===== src/rtl/led_driver_pkg.sv =====
// led_driver_pkg: shared types and constants for the LED driver output stage.
//   ledout_mode_t : per-LED source select carried in the LEDOUT register
//   MODE_*        : bit positions inside the MODE register
package led_driver_pkg;

  typedef enum logic [1:0] {
    LED_OFF = 2'b00,
    LED_ON  = 2'b01,
    LED_PWM = 2'b10,
    LED_GRP = 2'b11
  } ledout_mode_t;

  localparam int unsigned MODE_INVRT  = 2;
  localparam int unsigned MODE_DMBLNK = 3;
  localparam int unsigned MODE_SLEEP  = 4;

  localparam int unsigned NUM_LEDS = 4;
  localparam int unsigned DUTY_W   = 8;

endpackage


===== src/rtl/led_prescaler.sv =====
// led_prescaler: divides clk into a one-cycle tick every DIV clocks.
//   clk     in  system clock
//   reset_n in  synchronous active-low reset
//   hold    in  forces the counter to 0 and suppresses the tick
//   tick    out high on the cycle the counter equals DIV-1 (combinational)
module led_prescaler #(
  parameter int unsigned DIV = 4
) (
  input  logic clk,
  input  logic reset_n,
  input  logic hold,
  output logic tick
);

  localparam int unsigned CW = (DIV > 1) ? $clog2(DIV) : 1;
  localparam logic [CW-1:0] LAST = CW'(DIV - 1);

  logic [CW-1:0] cnt;

  // Free-running 0..DIV-1 counter, parked at 0 while held.
  always_ff @(posedge clk) begin
    if (!reset_n || hold) begin
      cnt <= '0;
    end else if (cnt == LAST) begin
      cnt <= '0;
    end else begin
      cnt <= cnt + CW'(1);
    end
  end

  assign tick = !hold && (cnt == LAST);

endmodule


===== src/rtl/led_pwm_engine.sv =====
// led_pwm_engine: LED output stage. 8-bit individual PWM per LED, group
// dimmer or group blinker, invert and sleep, with double-buffered duties.
//   clk, reset_n             system clock, synchronous active-low reset
//   mode                     MODE register (INVRT, DMBLNK, SLEEP bits)
//   ledout                   LEDOUT register, 2 bits per LED
//   pwm0..pwm3               individual duty values
//   grppwm, grpfreq          group duty and group blink period
//   leds                     registered LED drive
module led_pwm_engine
  import led_driver_pkg::*;
#(
  parameter int unsigned PWM_DIV   = 4,
  parameter int unsigned BLINK_DIV = 4
) (
  input  logic       clk,
  input  logic       reset_n,
  input  logic [7:0] mode,
  input  logic [7:0] ledout,
  input  logic [7:0] pwm0,
  input  logic [7:0] pwm1,
  input  logic [7:0] pwm2,
  input  logic [7:0] pwm3,
  input  logic [7:0] grppwm,
  input  logic [7:0] grpfreq,
  output logic [3:0] leds
);

  logic sleep;
  logic invrt;
  logic dmblnk;

  assign sleep  = mode[MODE_SLEEP];
  assign invrt  = mode[MODE_INVRT];
  assign dmblnk = mode[MODE_DMBLNK];

  logic pwm_tick;
  logic blink_tick;

  led_prescaler #(.DIV(PWM_DIV)) u_pwm_pre (
    .clk     (clk),
    .reset_n (reset_n),
    .hold    (sleep),
    .tick    (pwm_tick)
  );

  led_prescaler #(.DIV(BLINK_DIV)) u_blink_pre (
    .clk     (clk),
    .reset_n (reset_n),
    .hold    (sleep),
    .tick    (blink_tick)
  );

  logic [DUTY_W-1:0] ind_cnt;
  logic [DUTY_W-1:0] gdim_cnt;
  logic [DUTY_W-1:0] blink_unit;
  logic [DUTY_W-1:0] blink_sub;
  logic [DUTY_W-1:0] sh_pwm [NUM_LEDS];
  logic [DUTY_W-1:0] sh_grppwm;
  logic [DUTY_W-1:0] sh_grpfreq;
  logic [DUTY_W-1:0] pwm_in [NUM_LEDS];

  logic ind_wrap;
  logic sub_wrap;
  logic blink_wrap;

  always_comb begin
    pwm_in[0] = pwm0;
    pwm_in[1] = pwm1;
    pwm_in[2] = pwm2;
    pwm_in[3] = pwm3;
  end

  assign ind_wrap   = pwm_tick && (ind_cnt == 8'hFF);
  assign sub_wrap   = blink_tick && (blink_sub == 8'hFF);
  assign blink_wrap = sub_wrap && (blink_unit == sh_grpfreq);

  // Period counters and duty shadows. Sleep parks every counter at 0 and keeps
  // the shadows transparent so waking starts a clean period with fresh duties.
  always_ff @(posedge clk) begin
    if (!reset_n) begin
      ind_cnt    <= '0;
      gdim_cnt   <= '0;
      blink_unit <= '0;
      blink_sub  <= '0;
      sh_grppwm  <= '0;
      sh_grpfreq <= '0;
      for (int i = 0; i < NUM_LEDS; i++) begin
        sh_pwm[i] <= '0;
      end
    end else if (sleep) begin
      ind_cnt    <= '0;
      gdim_cnt   <= '0;
      blink_unit <= '0;
      blink_sub  <= '0;
      sh_grppwm  <= grppwm;
      sh_grpfreq <= grpfreq;
      for (int i = 0; i < NUM_LEDS; i++) begin
        sh_pwm[i] <= pwm_in[i];
      end
    end else begin
      if (pwm_tick) begin
        ind_cnt <= ind_cnt + 8'd1;
      end
      if (ind_wrap) begin
        gdim_cnt  <= gdim_cnt + 8'd1;
        sh_grppwm <= grppwm;
        for (int i = 0; i < NUM_LEDS; i++) begin
          sh_pwm[i] <= pwm_in[i];
        end
      end
      if (blink_tick) begin
        blink_sub <= blink_sub + 8'd1;
      end
      if (sub_wrap) begin
        blink_unit <= blink_wrap ? 8'd0 : blink_unit + 8'd1;
      end
      if (blink_wrap) begin
        sh_grpfreq <= grpfreq;
      end
    end
  end

  logic [15:0] blink_pos;
  logic [15:0] blink_lim;
  logic        grp_gate;
  logic [3:0]  ind_gate;
  logic [3:0]  raw;

  assign blink_pos = {blink_unit, blink_sub};
  // Max 255 * 256 = 65280, so the 16-bit product never overflows.
  assign blink_lim = 16'(sh_grppwm) * (16'(sh_grpfreq) + 16'd1);

  // Per-LED source select and gating.
  always_comb begin
    grp_gate = dmblnk ? (blink_pos < blink_lim) : (gdim_cnt < sh_grppwm);
    ind_gate = '0;
    raw      = '0;
    for (int i = 0; i < NUM_LEDS; i++) begin
      ind_gate[i] = (ind_cnt < sh_pwm[i]);
      case (ledout_mode_t'(ledout[2*i +: 2]))
        LED_OFF: raw[i] = 1'b0;
        LED_ON:  raw[i] = 1'b1;
        LED_PWM: raw[i] = ind_gate[i];
        LED_GRP: raw[i] = ind_gate[i] && grp_gate;
        default: raw[i] = 1'b0;
      endcase
    end
  end

  // Output register; sleep wins over invert.
  always_ff @(posedge clk) begin
    if (!reset_n) begin
      leds <= 4'b0000;
    end else if (sleep) begin
      leds <= 4'b0000;
    end else begin
      leds <= invrt ? ~raw : raw;
    end
  end

endmodule


===== config.mk =====
export PLATFORM = sky130hd
export DESIGN_NAME = led_pwm_engine
export DESIGN_NICKNAME = d
export VERILOG_FILES = /design/src/rtl/led_driver_pkg.sv /design/src/rtl/led_prescaler.sv /design/src/rtl/led_pwm_engine.sv
export SDC_FILE = /design/constraint.sdc
export NUM_CORES = 1
export LEC_CHECK = 0
export CORE_MARGIN = 5
export CORE_UTILIZATION = 28
export CTS_BUF_LIST = sky130_fd_sc_hd__clkbuf_16
export CTS_CLUSTER_SIZE = 10
export DETAILED_ROUTE_END_ITERATION = 8
export DONT_BUFFER_PORTS = 1
export GPL_TIMING_DRIVEN = 0
export PLACE_DENSITY_LB_ADDON = 0.05
export REMOVE_ABC_BUFFERS = 1
export SLEW_MARGIN = 20
export SYNTH_ARGS = -nofsm -noshare
export SYNTH_HDL_FRONTEND = slang
export SYNTH_HIERARCHICAL = 1
export SYNTH_SLANG_ARGS = --single-unit

===== constraint.sdc =====
create_clock -name clk -period 9.5 [get_ports clk]
set_input_delay 0 -clock clk [delete_from_list [all_inputs] [get_ports clk]]
set_output_delay 0 -clock clk [all_outputs]
set_load 0.005 [all_outputs]

Word level (Yosys, flattened, before mapping)
Memory sizes are Yosys's and may differ from the RTL's. Index checks and enable logic that the tools add are counted.

Logic and storage cells: 99. RAM bits: 32. Memories: 1. Bits of input ports: 66. Flip-flop bits (word level): 56.

Bitwise operators: 10. Reduce and logical (&&, ||, !) cells: 21. Multipliers: 1. Order comparisons: 6. Add/sub/neg operators: 7. Multiplexer cells: 27. Equality and inequality tests: 17.

Memory list: sh_pwm (depth 4, width 8, rd ports 4, clocked after memory_dff 0, wr ports 4, RTL line led_pwm_engine.sv:57) `logic [DUTY_W-1:0] sh_pwm [NUM_LEDS];`.

Operators by type and width (count): $mux W8 (13); $lt A8 B8 Y1 (5); $add A8 B1 Y8 const B (4); $eq A2 B2 Y1 const B (10); $eq A8 B8 Y1 const B (2); $lt A16 B16 Y1 (1); $mul A8 B9 Y16 (1); $pmux W1 S4 (4); $add A8 B1 Y9 const B (1); $logic_and A1 B1 Y1 (9); $mux W1 (9); $eq A2 B1 Y1 const B (4); $eq A8 B8 Y1 (1); $logic_not A2 Y1 (4); $or A1 B1 Y1 (8); $reduce_or A2 Y1 (3); $add A2 B1 Y2 const B (2); $mux W4 (1); $not A4 Y4 (1); $reduce_bool A2 Y1 (2); $logic_not A1 Y1 (2); $logic_or A1 B1 Y1 (1); $not A1 Y1 (1).

Depth between registers and ports, before layout
Gate-level depths: netlist (run 1).

Depth after elaboration: 8. Depth in mapped cells: 26.

Cells and area by module
Netlist (run 1), hierarchy kept.

Modules (own cells, without submodules): led_pwm_engine (area each 6925.4 um^2, cells each 734, times used 1); led_prescaler (area each 88.8 um^2, cells each 6, times used 2).

Worst setup path before layout (run 1)
OpenSTA, ideal clock, no wires.

Kind: flip-flop to flip-flop. Start: reg sh_grpfreq[2]. End: reg leds[0]. Stages on the path, launching flop included: 26. Setup slack: 3578 ps. Setup time: 124 ps. Clock period less this slack: 5922 ps. Data arrival time: 5798 ps. Cell sequence: dfxtp_1 -> clkbuf_2 -> nand3_1 -> nor2_1 -> and3_1 -> xnor2_1 -> nor2_1 -> fa_1 -> fa_1 -> fa_1 -> inv_1 -> fa_1 -> inv_1 -> ha_1 -> a2111oi_2 -> nand2b_1 -> a221o_1 -> a31oi_1 -> xnor2_1 -> ha_1 -> nand4_1 -> nor3_1 -> a21oi_1 -> o21ai_1 -> a41oi_1 -> mux2i_1.

Word-level cells in the longest chain between the ends: 8.

Ends and longest elaborated chain: start: declaration (RTL line led_pwm_engine.sv:59) `logic [DUTY_W-1:0] sh_grpfreq;`; start signal: assignment (RTL line led_pwm_engine.sv:96) `sh_grpfreq <= grpfreq;`; start signal: assignment (RTL line led_pwm_engine.sv:118) `sh_grpfreq <= grpfreq;`; $add A8 B1 Y9 (*) (RTL line led_pwm_engine.sv:131) `assign blink_lim = 16'(sh_grppwm) * (16'(sh_grpfreq) + 16'd1);`; $mul A8 B9 Y16 (*) (RTL line led_pwm_engine.sv:131); $lt A16 B16 Y1 (*) (RTL line led_pwm_engine.sv:135) `grp_gate = dmblnk ? (blink_pos < blink_lim) : (gdim_cnt < sh_grppwm);`; $mux W1 (*) (RTL line led_pwm_engine.sv:135); $logic_and A1 B1 Y1 (*) (RTL line led_pwm_engine.sv:144) `LED_GRP: raw[i] = ind_gate[i] && grp_gate;`; $pmux W1 S4 (*) (RTL line led_pwm_engine.sv:140) `case (ledout_mode_t'(ledout[2*i +: 2]))`; $not A4 Y4 (RTL line led_pwm_engine.sv:157) `leds <= invrt ? ~raw : raw;`; $mux W4 (*) (RTL line led_pwm_engine.sv:157); end signal: assignment (RTL line led_pwm_engine.sv:157); end: declaration (RTL line led_pwm_engine.sv:25) `output logic [3:0] leds`.

Mark *: on every way between the ends. The rest lies on a longest branch, timed or not. A chain may end at the register's enable or synchronous reset.

Worst setup path after layout (run 1)
Start: reg sh_grpfreq[0]. End: reg leds[0].

The elaborated chain is that of the path after synthesis.

==> flow_summary_export.csv, run 1 <==
group,metric,value,unit
outcome,status,"completed",
critical_path,required_worst_endpoint,9.75,ns
routing,vias_per_cell,4.55,
sta,timing.final.hold_violations,0,
sta,setup_viol_count_final,0,
sta,drv_slew,0,
die,coreArea,0.0251,mm²
routing,drt_iter0_markers,212,
die,die_width,169,µm
global_routing,globalRoute.totalOverflow,0,
synthesis,most_used_flip_flop_cell_after_synthesis,"sky130_fd_sc_hd__dfxtp_1",
global_routing,grt_first_pass_wirelength,29.4,mm
sta,relSlewSlack,0.328,
final_layout,final_stage_net_count,1003,
critical_path,timing.critical_path.fanout_max,13,
synthesis,synth.distinct_cells,55,
final_layout,non_filler_instances,1139,
final_layout,fin_util,0.335,
global_routing,grt_max_degree,34,
sta,max_freq,0.125,GHz
critical_path,path_buf_inv,3,
global_routing,grt_usage,0.131,
power,sw_frac_of_total,0.284,
power,worst_ir_drop_vdd,0.0901,mV
critical_path,max_stage_delay,0.82,ns
power,power_per_cell_area,119,mW/mm²
synthesis,synth_edf_count,32,
clock_tree,cts_tree,"yes",
routing,route.vias.total,5182,
power,leakage,0.00376,µW
critical_path,worst_ep_arrival_time,8.26,ns
critical_path,critical_path.top_delay_family,"adder cells",
routing,detail-route-antenna-nets,0,
die,initial_utilization,0.283,
synthesis,synth-warning-count,6,
sta,totalNegativeSetupSlack,0,ns
routing,detailedRoute.firstPassIterationCount,4,
clock_tree,cts-root-buf,"sky130_fd_sc_hd__clkbuf_16",
placed_design,dpl.hpwl,13.9,mm
placed_design,gpl.final_weighted_congestion,0.760,
clock_tree,clock_sinks,88,
synthesis,syn-cell-area,0.00710,mm²
placed_design,placed_cells_incl_taps,1064,
sta,tightest_slew,1.00,ns
global_routing,grt_use_met3,0.0240,
global_routing,antenna_violations_before_repair,0,
synthesis,synth-seq-area-share,0.293,
critical_path,cp_common_cell,"sky130_fd_sc_hd__fa_1",
final_layout,antenna_cells,0,
sta,worst_slack,1.50,ns
power,share_comb_of_total_power,0.163,
sta,rsz_0062_raised_after_global_routing,"false",
placed_design,buffer_ports.inserted,0,
synthesis,netlist_instances,746,
critical_path,timing.critical_path.from_type,"flop",
critical_path,cell_chain_of_the_critical_path,"ha_1 > nand3_1 > xor2_1 > nor2_1 > fa_1 > fa_1 > fa_1 > inv_1 > fa_1 > inv_1 > ha_1 > a2111oi_2 > nand2b_1 > a221o_1 > a31oi_1 > xnor2_1 > ha_1 > nand4_1 > nor3_1 > a21oi_1 > o21ai_1 > a41oi_1 > mux2i_1 > dlygate4sd3_1",
clock_tree,tritoncts.num_buffers,9,
clock_tree,clock_latency,0.36,ns
placed_design,place_ws,2.00,ns
critical_path,setup.worst_path.class,"reg2reg",
synthesis,synth_async_sr_flop_share,0,
power,seq_power_share,0.421,
critical_path,slowest_stage,"sky130_fd_sc_hd__dfxtp_1",
clock_tree,cts_setup_buffers,0,
power,p_int,715,µW
die,floorplan.rows,58,
synthesis,postSynthRegisterBits,88,
clock_tree,cts_max_path_buffers,2,
die,die_area,0.0287,mm²
sta,skew,0.0136,ns
routing,residual_drc,0,
sta,finalWorstPathRequiredPeriod,8.00,ns
routing,wl_per_cell,15.9,µm
synthesis,synth_area_per_cell,9.52,µm²
clock_tree,cts_htree_levels,3,
critical_path,end_kind,"flop",
routing,postRouteWirelength,18.1,mm
global_routing,grt_pass1_vias,5393,
die,die_h,169,µm
sta,fin_crit_sh,0.843,
min_path,worstHoldPathType,"in2reg",
global_routing,grt_util_met1,0.192,
power,power.net_switching,283,µW
final_layout,final_layout_size_suffix_gt1_frac,0.0457,
clock_tree,path_clk_slew,0.08,ns
die,ioPinCount,70,
final_layout,area.growth.synth_to_final,18.4,%
job,timing.max_cap.violations,0,
power,power_frac_clock,0.415,
global_routing,busiest_layer,"met2",
global_routing,gr-usage-met2,0.202,
==> power groups by stage <==
stage	clock network (µW)	logic, µW	registers, µW
after floorplan	0	106	424
after global placement	0	142	430
after detailed placement	0	145	430
after CTS	426	167	421
after global routing	443	189	423
final	415	163	421
==> worst paths after layout <==
check	startpoint	endpoint	slack, ns	cells after the start
worst max-delay path	sh_grpfreq[0]	leds[0]	1.50	24
worst min-delay path	reset_n	sh_grppwm[5]	0.06	3
worst max register to register	sh_grpfreq[0]	leds[0]	1.50	24
worst min register to register	u_pwm_pre/cnt[0]	u_pwm_pre/cnt[0]	0.44	1
==> layout make-up <==
| type | instances | area, µm² |
|---|---|---|
| Clock buffer | 9 | 225 |
| Clock inverter | 7 | 101 |
| Fill cell | 2644 | 16700 |
| Inverter | 95 | 357 |
| Multi-Input combinational cell | 550 | 4610 |
| Sequential cell | 88 | 2080 |
| Tap cell | 330 | 413 |
| Timing Repair Buffer | 60 | 618 |
==> state kept, by name, indices dropped and copies added, names as in the netlist <==
signal,flops
blink_sub,8
sh_pwm,32
ind_cnt,8
blink_unit,8
u_blink_pre/cnt,2
sh_grpfreq,8
u_pwm_pre/cnt,2
sh_grppwm,8
gdim_cnt,8
leds,4
==> logic make-up (layout without fill, tap and decap cells) <==
| family | count (synthesis) | after routing | share of synthesized area |
|---|---|---|---|
| compound gates | 87 | 87 | 0.0819 |
| xor+xnor | 52 | 52 | 0.0641 |
| fa+ha+maj | 133 | 133 | 0.278 |
| buf+inv | 108 | 171 | 0.0583 |
| flops | 88 | 88 | 0.293 |
| mux | 19 | 19 | 0.0268 |
| simple gates | 259 | 259 | 0.198 |
==> metal layers <==
metal  up-vias  wire length (µm)
met4         0               175
met5         -                 0
met1      2500              9360
li1       2626                 -
met2        47              8050
met3         9               490
==> placed cells by master (no fill, tap or decap), types with 4 or more instances in the layout <==
master / instances
sky130_fd_sc_hd__and2_1: 52
sky130_fd_sc_hd__a211oi_1: 9
sky130_fd_sc_hd__ha_1: 92
sky130_fd_sc_hd__xnor2_1: 18
sky130_fd_sc_hd__clkbuf_16: 9
sky130_fd_sc_hd__mux2i_1: 19
sky130_fd_sc_hd__and3_1: 6
sky130_fd_sc_hd__o21ai_0: 24
sky130_fd_sc_hd__nand3_1: 22
sky130_fd_sc_hd__fa_1: 41
sky130_fd_sc_hd__nor2b_1: 17
sky130_fd_sc_hd__nand2_1: 34
sky130_fd_sc_hd__nand2b_1: 12
sky130_fd_sc_hd__dfxtp_1: 56
sky130_fd_sc_hd__a21oi_1: 24
sky130_fd_sc_hd__dlygate4sd3_1: 59
sky130_fd_sc_hd__nor2_1: 78
sky130_fd_sc_hd__edfxtp_1: 32
sky130_fd_sc_hd__nand4_1: 14
sky130_fd_sc_hd__xor2_1: 34
sky130_fd_sc_hd__a41oi_1: 4
sky130_fd_sc_hd__inv_1: 95
==> synth_stat cells, types with 2 or more instances <==
library cell,instances,share of area
sky130_fd_sc_hd__clkbuf_1,8,0.0042
sky130_fd_sc_hd__a21o_1,3,0.0032
sky130_fd_sc_hd__and4bb_2,2,0.0035
sky130_fd_sc_hd__o21a_1,3,0.0032
sky130_fd_sc_hd__nor4_2,2,0.0035
sky130_fd_sc_hd__a41oi_1,4,0.0049
sky130_fd_sc_hd__nor3_1,2,0.0014
sky130_fd_sc_hd__mux2i_1,19,0.027
sky130_fd_sc_hd__a21oi_1,24,0.017
sky130_fd_sc_hd__buf_2,3,0.0021
sky130_fd_sc_hd__nand3_1,22,0.016
sky130_fd_sc_hd__nor4b_2,3,0.0063
sky130_fd_sc_hd__nand2_1,34,0.018
sky130_fd_sc_hd__nor3b_1,2,0.0021
sky130_fd_sc_hd__nand4_1,14,0.012
sky130_fd_sc_hd__a31oi_1,2,0.0018
sky130_fd_sc_hd__o21bai_1,2,0.0021
sky130_fd_sc_hd__o21ai_1,3,0.0021
sky130_fd_sc_hd__and2_1,52,0.046
sky130_fd_sc_hd__a211oi_1,9,0.0095
sky130_fd_sc_hd__nand2b_1,13,0.011
sky130_fd_sc_hd__and2b_2,3,0.0037
sky130_fd_sc_hd__or3_1,2,0.0018
sky130_fd_sc_hd__o21ai_0,24,0.017
sky130_fd_sc_hd__ha_1,92,0.16
sky130_fd_sc_hd__inv_1,94,0.050
sky130_fd_sc_hd__nor2b_1,17,0.015
sky130_fd_sc_hd__edfxtp_1,32,0.14
sky130_fd_sc_hd__xnor2_1,18,0.022
sky130_fd_sc_hd__and3_1,6,0.0053
sky130_fd_sc_hd__a2111oi_0,3,0.0037
sky130_fd_sc_hd__dfxtp_1,56,0.16
sky130_fd_sc_hd__nor2_1,78,0.041
sky130_fd_sc_hd__fa_1,41,0.12
sky130_fd_sc_hd__xor2_1,34,0.042
==> per-stage QoR <==
stage,total power (µW),hold slack (ns),cell area [µm²]
floorplan,530,0.0742,7050
global placement,572,0.0778,7460
detailed placement,575,0.0775,7490
CTS,1010,0.0625,8400
global route,1050,0.0774,8410
finish,998,0.0587,8410
==> tightest hold or removal path, cell delays in order <==
cell and delay, ns:
sky130_fd_sc_hd__o21a_2 0.21, sky130_fd_sc_hd__nand2_1 0.10, sky130_fd_sc_hd__o21ai_0 0.06
==> timing repair <==
| action | CTS | global route |
|---|---|---|
| endpoints found under the hold margin | 56 | 0 |
| hold buffers | 59 | 0 |
| gates resized for setup | 0 | 0 |
No activity file was read; power rests on OpenSTA's default activity.
==> inputs of run 2 (changes only) <==
Settings changed: ABC_AREA set to 1.
Clock period 9.5 ns to 7.5 ns, I/O delays scaled along.
==> run 2 against run 1 <==
- count of clock-buffer cells in the layout stayed put
- fmax grew 16%
- largest cell class unchanged
- cell area is 3.2% higher
- via count rose by 10%
- critical endpoint is now leds[2]
- sequential share of layout area is 0.76 points lower
==> flow_summary_export.csv, run 2 <==
group,metric,value,unit
outcome,status,"completed",
synthesis,netlist_instances,928,
global_routing,grt_usage,0.134,
critical_path,max_stage_delay,0.56,ns
synthesis,synth.distinct_cells,40,
power,worst_ir_drop_vdd,0.0804,mV
die,floorplan.rows,59,
sta,tightest_slew,0.811,ns
synthesis,synth_edf_count,32,
die,initial_utilization,0.282,
placed_design,placed_cells_incl_taps,1253,
power,power_per_cell_area,149,mW/mm²
routing,met2WireLength,8.73,mm
critical_path,setup.worst_path.class,"reg2reg",
routing,dr_wl_met3,515,µm
synthesis,post_synth_main_area_contributors,"sky130_fd_sc_hd__ha_1 16%, sky130_fd_sc_hd__dfxtp_1 15%, sky130_fd_sc_hd__edfxtp_1 13%",
clock_tree,clock_sinks,88,
critical_path,timing.critical_path.from_type,"flop",
placed_design,dpl.hpwl,14.5,mm
sta,drv_slew,0,
critical_path,end_kind,"flop",
global_routing,grt_pass1_vias,5854,
clock_tree,cts_htree_levels,3,
clock_tree,cts_max_path_buffers,2,
die,ioPinCount,70,
global_routing,grt_max_degree,19,
sta,timing.final.hold_violations,0,
routing,wl_met1,9.02,mm
sta,totalNegativeSetupSlack,0,ns
clock_tree,tritoncts.num_buffers,9,
sta,max_freq,0.145,GHz
synthesis,synth-seq-area-share,0.287,
synthesis,synth-warning-count,6,
routing,route.vias.total,5723,
die,die_width,171,µm
placed_design,buffer_ports.inserted,0,
final_layout,layout_common_cells,"202 x sky130_fd_sc_hd__inv_1, 138 x sky130_fd_sc_hd__nand2_1, 135 x sky130_fd_sc_hd__nor2_1, 92 x sky130_fd_sc_hd__ha_1, 68 x sky130_fd_sc_hd__dlygate4sd3_1",
routing,drt_iter0_markers,201,
routing,detail-route-antenna-nets,0,
final_layout,non_filler_instances,1337,
clock_tree,cts-root-buf,"sky130_fd_sc_hd__clkbuf_16",
routing,detailedRoute.firstPassIterationCount,4,
clock_tree,cts_tree,"yes",
routing,postRouteWirelength,18.5,mm
job,timing.max_cap.violations,0,
critical_path,slowest_stage,"sky130_fd_sc_hd__fa_1",
die,die_area,0.0293,mm²
final_layout,largest_register_ff_count,32,
power,leakage,0.00426,µW
global_routing,antenna_violations_before_repair,1,
sta,rsz_0062_raised_after_global_routing,"false",
global_routing,grt_first_pass_wirelength,30.7,mm
sta,skew,0.00988,ns
routing,wl_per_cell,13.8,µm
final_layout,final_common_cell,"sky130_fd_sc_hd__inv_1",
synthesis,post-synth-top-count-cell,"sky130_fd_sc_hd__inv_1",
placed_design,gpl.final_weighted_congestion,0.746,
final_layout,final_stage_net_count,1196,
final_layout,final_non_filler_cell_area,0.00868,mm²
synthesis,synth_top_cell_area_share,0.159,
global_routing,globalRoute.totalOverflow,0,
critical_path,worst_ep_arrival_time,7.20,ns
synthesis,syn-cell-area,0.00726,mm²
clock_tree,path_clk_slew,0.08,ns
synthesis,synth_area_leader_cell,"sky130_fd_sc_hd__ha_1",
final_layout,antenna_cells,0,
synthesis,synth_async_sr_flop_share,0,
final_layout,final_layout_size_suffix_gt1_frac,0.0539,
clock_tree,clock_latency,0.36,ns
routing,vias_per_cell,4.28,
critical_path,required_worst_endpoint,7.78,ns
routing,residual_drc,0,
sta,setup_viol_count_final,0,
min_path,worstHoldPathType,"in2reg",
final_layout,fillCellCount,2780,
routing,top_signal_layer_used,"met4",
synthesis,most_used_flip_flop_cell_after_synthesis,"sky130_fd_sc_hd__dfxtp_1",
final_layout,area.growth.synth_to_final,19.5,%
synthesis,synth_common_cells,"202 x sky130_fd_sc_hd__inv_1, 139 x sky130_fd_sc_hd__nand2_1, 136 x sky130_fd_sc_hd__nor2_1, 92 x sky130_fd_sc_hd__ha_1, 64 x sky130_fd_sc_hd__a21oi_1",
critical_path,timing.critical_path.fanout_max,10,
synthesis,synth_area_per_cell,7.83,µm²
placed_design,placed_area,0.00768,mm²
die,die_h,171,µm
synthesis,postSynthRegisterBits,88,
sta,relSlewSlack,0.457,
die,coreArea,0.0258,mm²
sta,finalWorstPathRequiredPeriod,6.91,ns
final_layout,top_register,"sh_pwm",
sta,fin_crit_sh,0.922,
## run 2: final timing paths
| check | to | slack [ns] | startpoint | cells past startpoint |
|---|---|---|---|---|
| min reg2reg | u_pwm_pre/cnt[0] | 0.42 | u_pwm_pre/cnt[0] | 1 |
| max reg2reg | leds[2] | 0.59 | sh_grpfreq[0] | 32 |
| min | leds[2] | 0.05 | ledout[5] | 5 |
| max | leds[2] | 0.59 | sh_grpfreq[0] | 32 |
## run 2: layout make-up
type / instances / area (µm²) / share of cell area
Clock buffer: 9 / 225 / 0.0260
Inverter: 211 / 793 / 0.0914
Clock inverter: 7 / 72.6 / 0.00836
Tap cell: 335 / 419 / 0.0483
Multi-Input combinational cell: 616 / 4360 / 0.502
Timing Repair Buffer: 71 / 726 / 0.0836
Sequential cell: 88 / 2080 / 0.240
## run 2: cell families after synthesis
kind of cell    count (synthesis)  share of synthesized area
simple gates                  343                      0.208
buf+inv                       224                      0.117
fa+ha+maj                     133                      0.272
compound gates                113                     0.0843
flops                          88                      0.287
xor+xnor                       27                     0.0326
## run 2: metrics by stage
stage / power [µW] / util / hold slack [ns] / setup WS, ns
finish: 1300 / 0.337 / 0.0464 / 0.589
global route: 1380 / 0.337 / 0.138 / 0.0232
CTS: 1320 / 0.336 / 0.0179 / 0.156
detailed placement: 803 / 0.298 / 0.144 / 0.748
global placement: 802 / 0.296 / 0.147 / 0.708
floorplan: 728 / - / 0.136 / 1.91
## run 2: routing by layer
layer | up-vias | GRT usage
met2 | 58 | 0.229
met3 | 14 | 0.0194
met1 | 2612 | 0.177
met5 | - | 0
li1 | 3039 | -
met4 | 0 | 0.0372
## run 2: report_power, final
part	leakage (µW)	internal [µW]	switching, µW	total, µW
clock	0.000143	236	242	479
sequential	0.000781	520	15.1	535
combinational	0.00334	115	167	282
total	0.00426	871	425	1300
## run 2: worst max-delay path, delay by kind of cell, from the launching register on
kind	cells	cell delay [ns]
adder cells (fa/ha/maj)	7	2.95
buffers and inverters	5	0.75
XOR/XNOR	1	0.21
AND/OR/NAND/NOR	15	1.84
flip-flops	1	0.48
AO/OA/AOI/OAI	4	0.58
## run 2: what timing repair did
item | CTS | global route
hold buffers | 68 | 0
endpoints found under the hold margin | 67 | 0
resized for setup | 0 | 5
endpoints found under the setup margin | 0 | 4
buffers inserted | 0 | 0
==> inputs of run 3 (changes only) <==
Settings changed: GPL_TIMING_DRIVEN 0 to not set, REMOVE_ABC_BUFFERS 1 to not set, SKIP_LAST_GASP set to 1.
==> run 3 against run 2 <==
- final cell count rose by 0.15%
- combinational power barely moved
- highest routed layer unchanged
- largest cell class unchanged
- flip-flop and latch count did not move
- critical path depth fell by 1
- worst hold slack got worse by 0.042 ns
- critical path type unchanged
- total power rose by 2.1%
- register-to-register slack improved by 0.09 ns
==> flow_summary_export.csv, run 3 (synthesis gave the netlist of run 2 again) <==
group,metric,value,unit
placed_design,gpl.final_weighted_congestion,0.747,
die,die_h,171,µm
critical_path,required_worst_endpoint,7.75,ns
die,initial_utilization,0.282,
die,die_width,171,µm
routing,detailedRoute.firstPassIterationCount,4,
clock_tree,cts_tree,"yes",
critical_path,timing.critical_path.fanout_max,10,
power,share_comb_of_total_power,0.213,
min_path,worstHoldPathType,"in2reg",
global_routing,globalRoute.totalOverflow,0,
power,p_int,927,µW
global_routing,antenna_violations_before_repair,0,
clock_tree,cts_setup_buffers,0,
global_routing,grt_pass1_vias,5838,
critical_path,r2r_cells,31,
min_path,timing.hold.worst.start,"reset_n",
clock_tree,cts_max_path_buffers,2,
synthesis,syn_nets,1127,
routing,wl_per_cell,14.1,µm
die,floorplan.rows,59,
power,leakage,0.00427,µW
routing,detail-route-antenna-nets,0,
sta,timing.final.hold_violations,0,
outcome,status,"completed",
routing,drt_iter0_markers,190,
clock_tree,path_clk_slew,0.07,ns
critical_path,slowest_stage,"sky130_fd_sc_hd__fa_1",
clock_tree,tritoncts.num_buffers,9,
global_routing,grt_first_pass_wirelength,31.0,mm
sta,tightest_slew,0.833,ns
critical_path,setup.worst_path.class,"reg2reg",
power,power.net_switching,397,µW
power,power_frac_clock,0.382,
final_layout,final_stage_net_count,1198,
power,p_total,1320,µW
routing,vias_per_cell,4.27,
routing,residual_drc,0,
sta,rsz_0062_raised_after_global_routing,"false",
sta,fin_crit_sh,0.909,
critical_path,timing.critical_path.from_type,"flop",
min_path,worst_hold_path.endpoint,"blink_sub[4]",
clock_tree,cts-root-buf,"sky130_fd_sc_hd__clkbuf_16",
sta,totalNegativeSetupSlack,0,ns
die,coreArea,0.0258,mm²
final_layout,final_common_cell,"sky130_fd_sc_hd__inv_1",
power,sw_frac_of_total,0.300,
power,seq_power_share,0.404,
critical_path,crit-reg2reg-launch,"sh_grpfreq[0]",
global_routing,grt_max_degree,33,
sta,skew,0.00894,ns
die,die_area,0.0293,mm²
critical_path,cp_common_cell,"sky130_fd_sc_hd__nand2_1",
sta,relSlewSlack,0.444,
critical_path,timing.rr.end,"leds[0]",
placed_design,dpl.hpwl,14.6,mm
final_layout,layout_common_cells,"202 x sky130_fd_sc_hd__inv_1, 139 x sky130_fd_sc_hd__nand2_1, 136 x sky130_fd_sc_hd__nor2_1, 92 x sky130_fd_sc_hd__ha_1, 68 x sky130_fd_sc_hd__dlygate4sd3_1",
clock_tree,cts_htree_levels,3,
final_layout,top_register,"sh_pwm",
global_routing,grt_usage,0.134,
sta,setup_viol_count_final,0,
final_layout,fillCellCount,2773,
sta,drv_slew,0,
min_path,worstHoldPathCells,4,
final_layout,area.growth.synth_to_final,19.4,%
placed_design,buffer_ports.inserted,0,
routing,route.vias.total,5714,
power,worst_ir_drop_vdd,0.0846,mV
die,ioPinCount,70,
sta,max_freq,0.147,GHz
final_layout,largest_register_ff_count,32,
clock_tree,clock_sinks,88,
critical_path,end_kind,"flop",
critical_path,worst_ep_arrival_time,7.07,ns
critical_path,max_stage_delay,0.56,ns
clock_tree,clock_latency,0.35,ns
job,timing.max_cap.violations,0,
sta,finalWorstPathRequiredPeriod,6.82,ns
final_layout,antenna_cells,0,
critical_path,rrSetupSlack,0.68,ns
power,power_per_cell_area,153,mW/mm²
routing,postRouteWirelength,18.8,mm
final_layout,final_layout_size_suffix_gt1_frac,0.0498,
run 3: cell count changes in the layout (fill, tap and decap cells not counted), moves of 2 or more:
cell                        delta
sky130_fd_sc_hd__bufinv_16     +2
sky130_fd_sc_hd__buf_8         -3
sky130_fd_sc_hd__inv_8         -2
sky130_fd_sc_hd__xor2_1        +2
sky130_fd_sc_hd__xor2_2        -2
sky130_fd_sc_hd__clkinv_1      +2
sky130_fd_sc_hd__buf_4         +5
run 3: power by group through the flow:
stage          Combinational, µW  Sequential, µW  Clock, µW
2_1_floorplan                192             538          0
3_3_place_gp                 259             546          0
3_5_place_dp                 257             546          0
4_1_cts                      292             535        526
5_1_grt                      334             538        544
6_report                     283             535        506
run 3: layer usage:
metal  track usage  wire length (µm)  share of wire  vias to the layer above
met4        0.0269               143         0.0076                        0
met3        0.0206               704          0.037                        9
li1              -                 -              -                     3042
met1         0.180              9050           0.48                     2589
met5             0                 0              0                        -
met2         0.232              8920           0.47                       74
run 3: worst max path at each step:
stage	from	end	slack [ns]	cells past startpoint
detailed placement	sh_grpfreq[0]	leds[0]	0.99	30
finish	sh_grpfreq[0]	leds[0]	0.68	31
global placement	sh_grpfreq[0]	leds[0]	1.00	30
CTS	sh_grpfreq[0]	leds[0]	0.43	31
floorplan	sh_grpfreq[0]	leds[0]	1.99	30
global route	sh_grpfreq[0]	leds[1]	0.02	30
run 3: layout make-up:
cell class | count | area [µm²] | area share
Clock buffer | 9 | 225 | 0.0260
Clock inverter | 7 | 93.8 | 0.0108
Inverter | 211 | 793 | 0.0915
Multi-Input combinational cell | 616 | 4340 | 0.500
Sequential cell | 88 | 2080 | 0.240
Tap cell | 335 | 419 | 0.0483
Timing Repair Buffer | 73 | 718 | 0.0828
run 3: critical path: cells and delay by family (launching register included):
family	cells	cell delay, ns
flops	1	0.47
simple gates	14	1.66
buf+inv	5	0.76
compound gates	4	0.75
fa+ha+maj	7	2.92
xor+xnor	1	0.17
run 3: what timing repair did:
| action | in CTS | in global routing |
|---|---|---|
| endpoints found under the setup margin | 0 | 4 |
| hold endpoints to repair | 64 | 0 |
| resized for setup | 0 | 1 |
| hold buffers | 68 | 0 |
run 3: per-stage QoR:
step                std cells  hold slack [ns]  area [µm²]  setup slack [ns]  utilization
global placement         1255            0.145        7670              1.00        0.298
CTS                      1339          0.00195        8670             0.427        0.337
detailed placement       1255            0.149        7670             0.994        0.298
finish                   1339          0.00399        8670             0.683        0.337
floorplan                 928            0.144        7260              1.99            -
global route             1339           0.0305        8670            0.0202        0.337
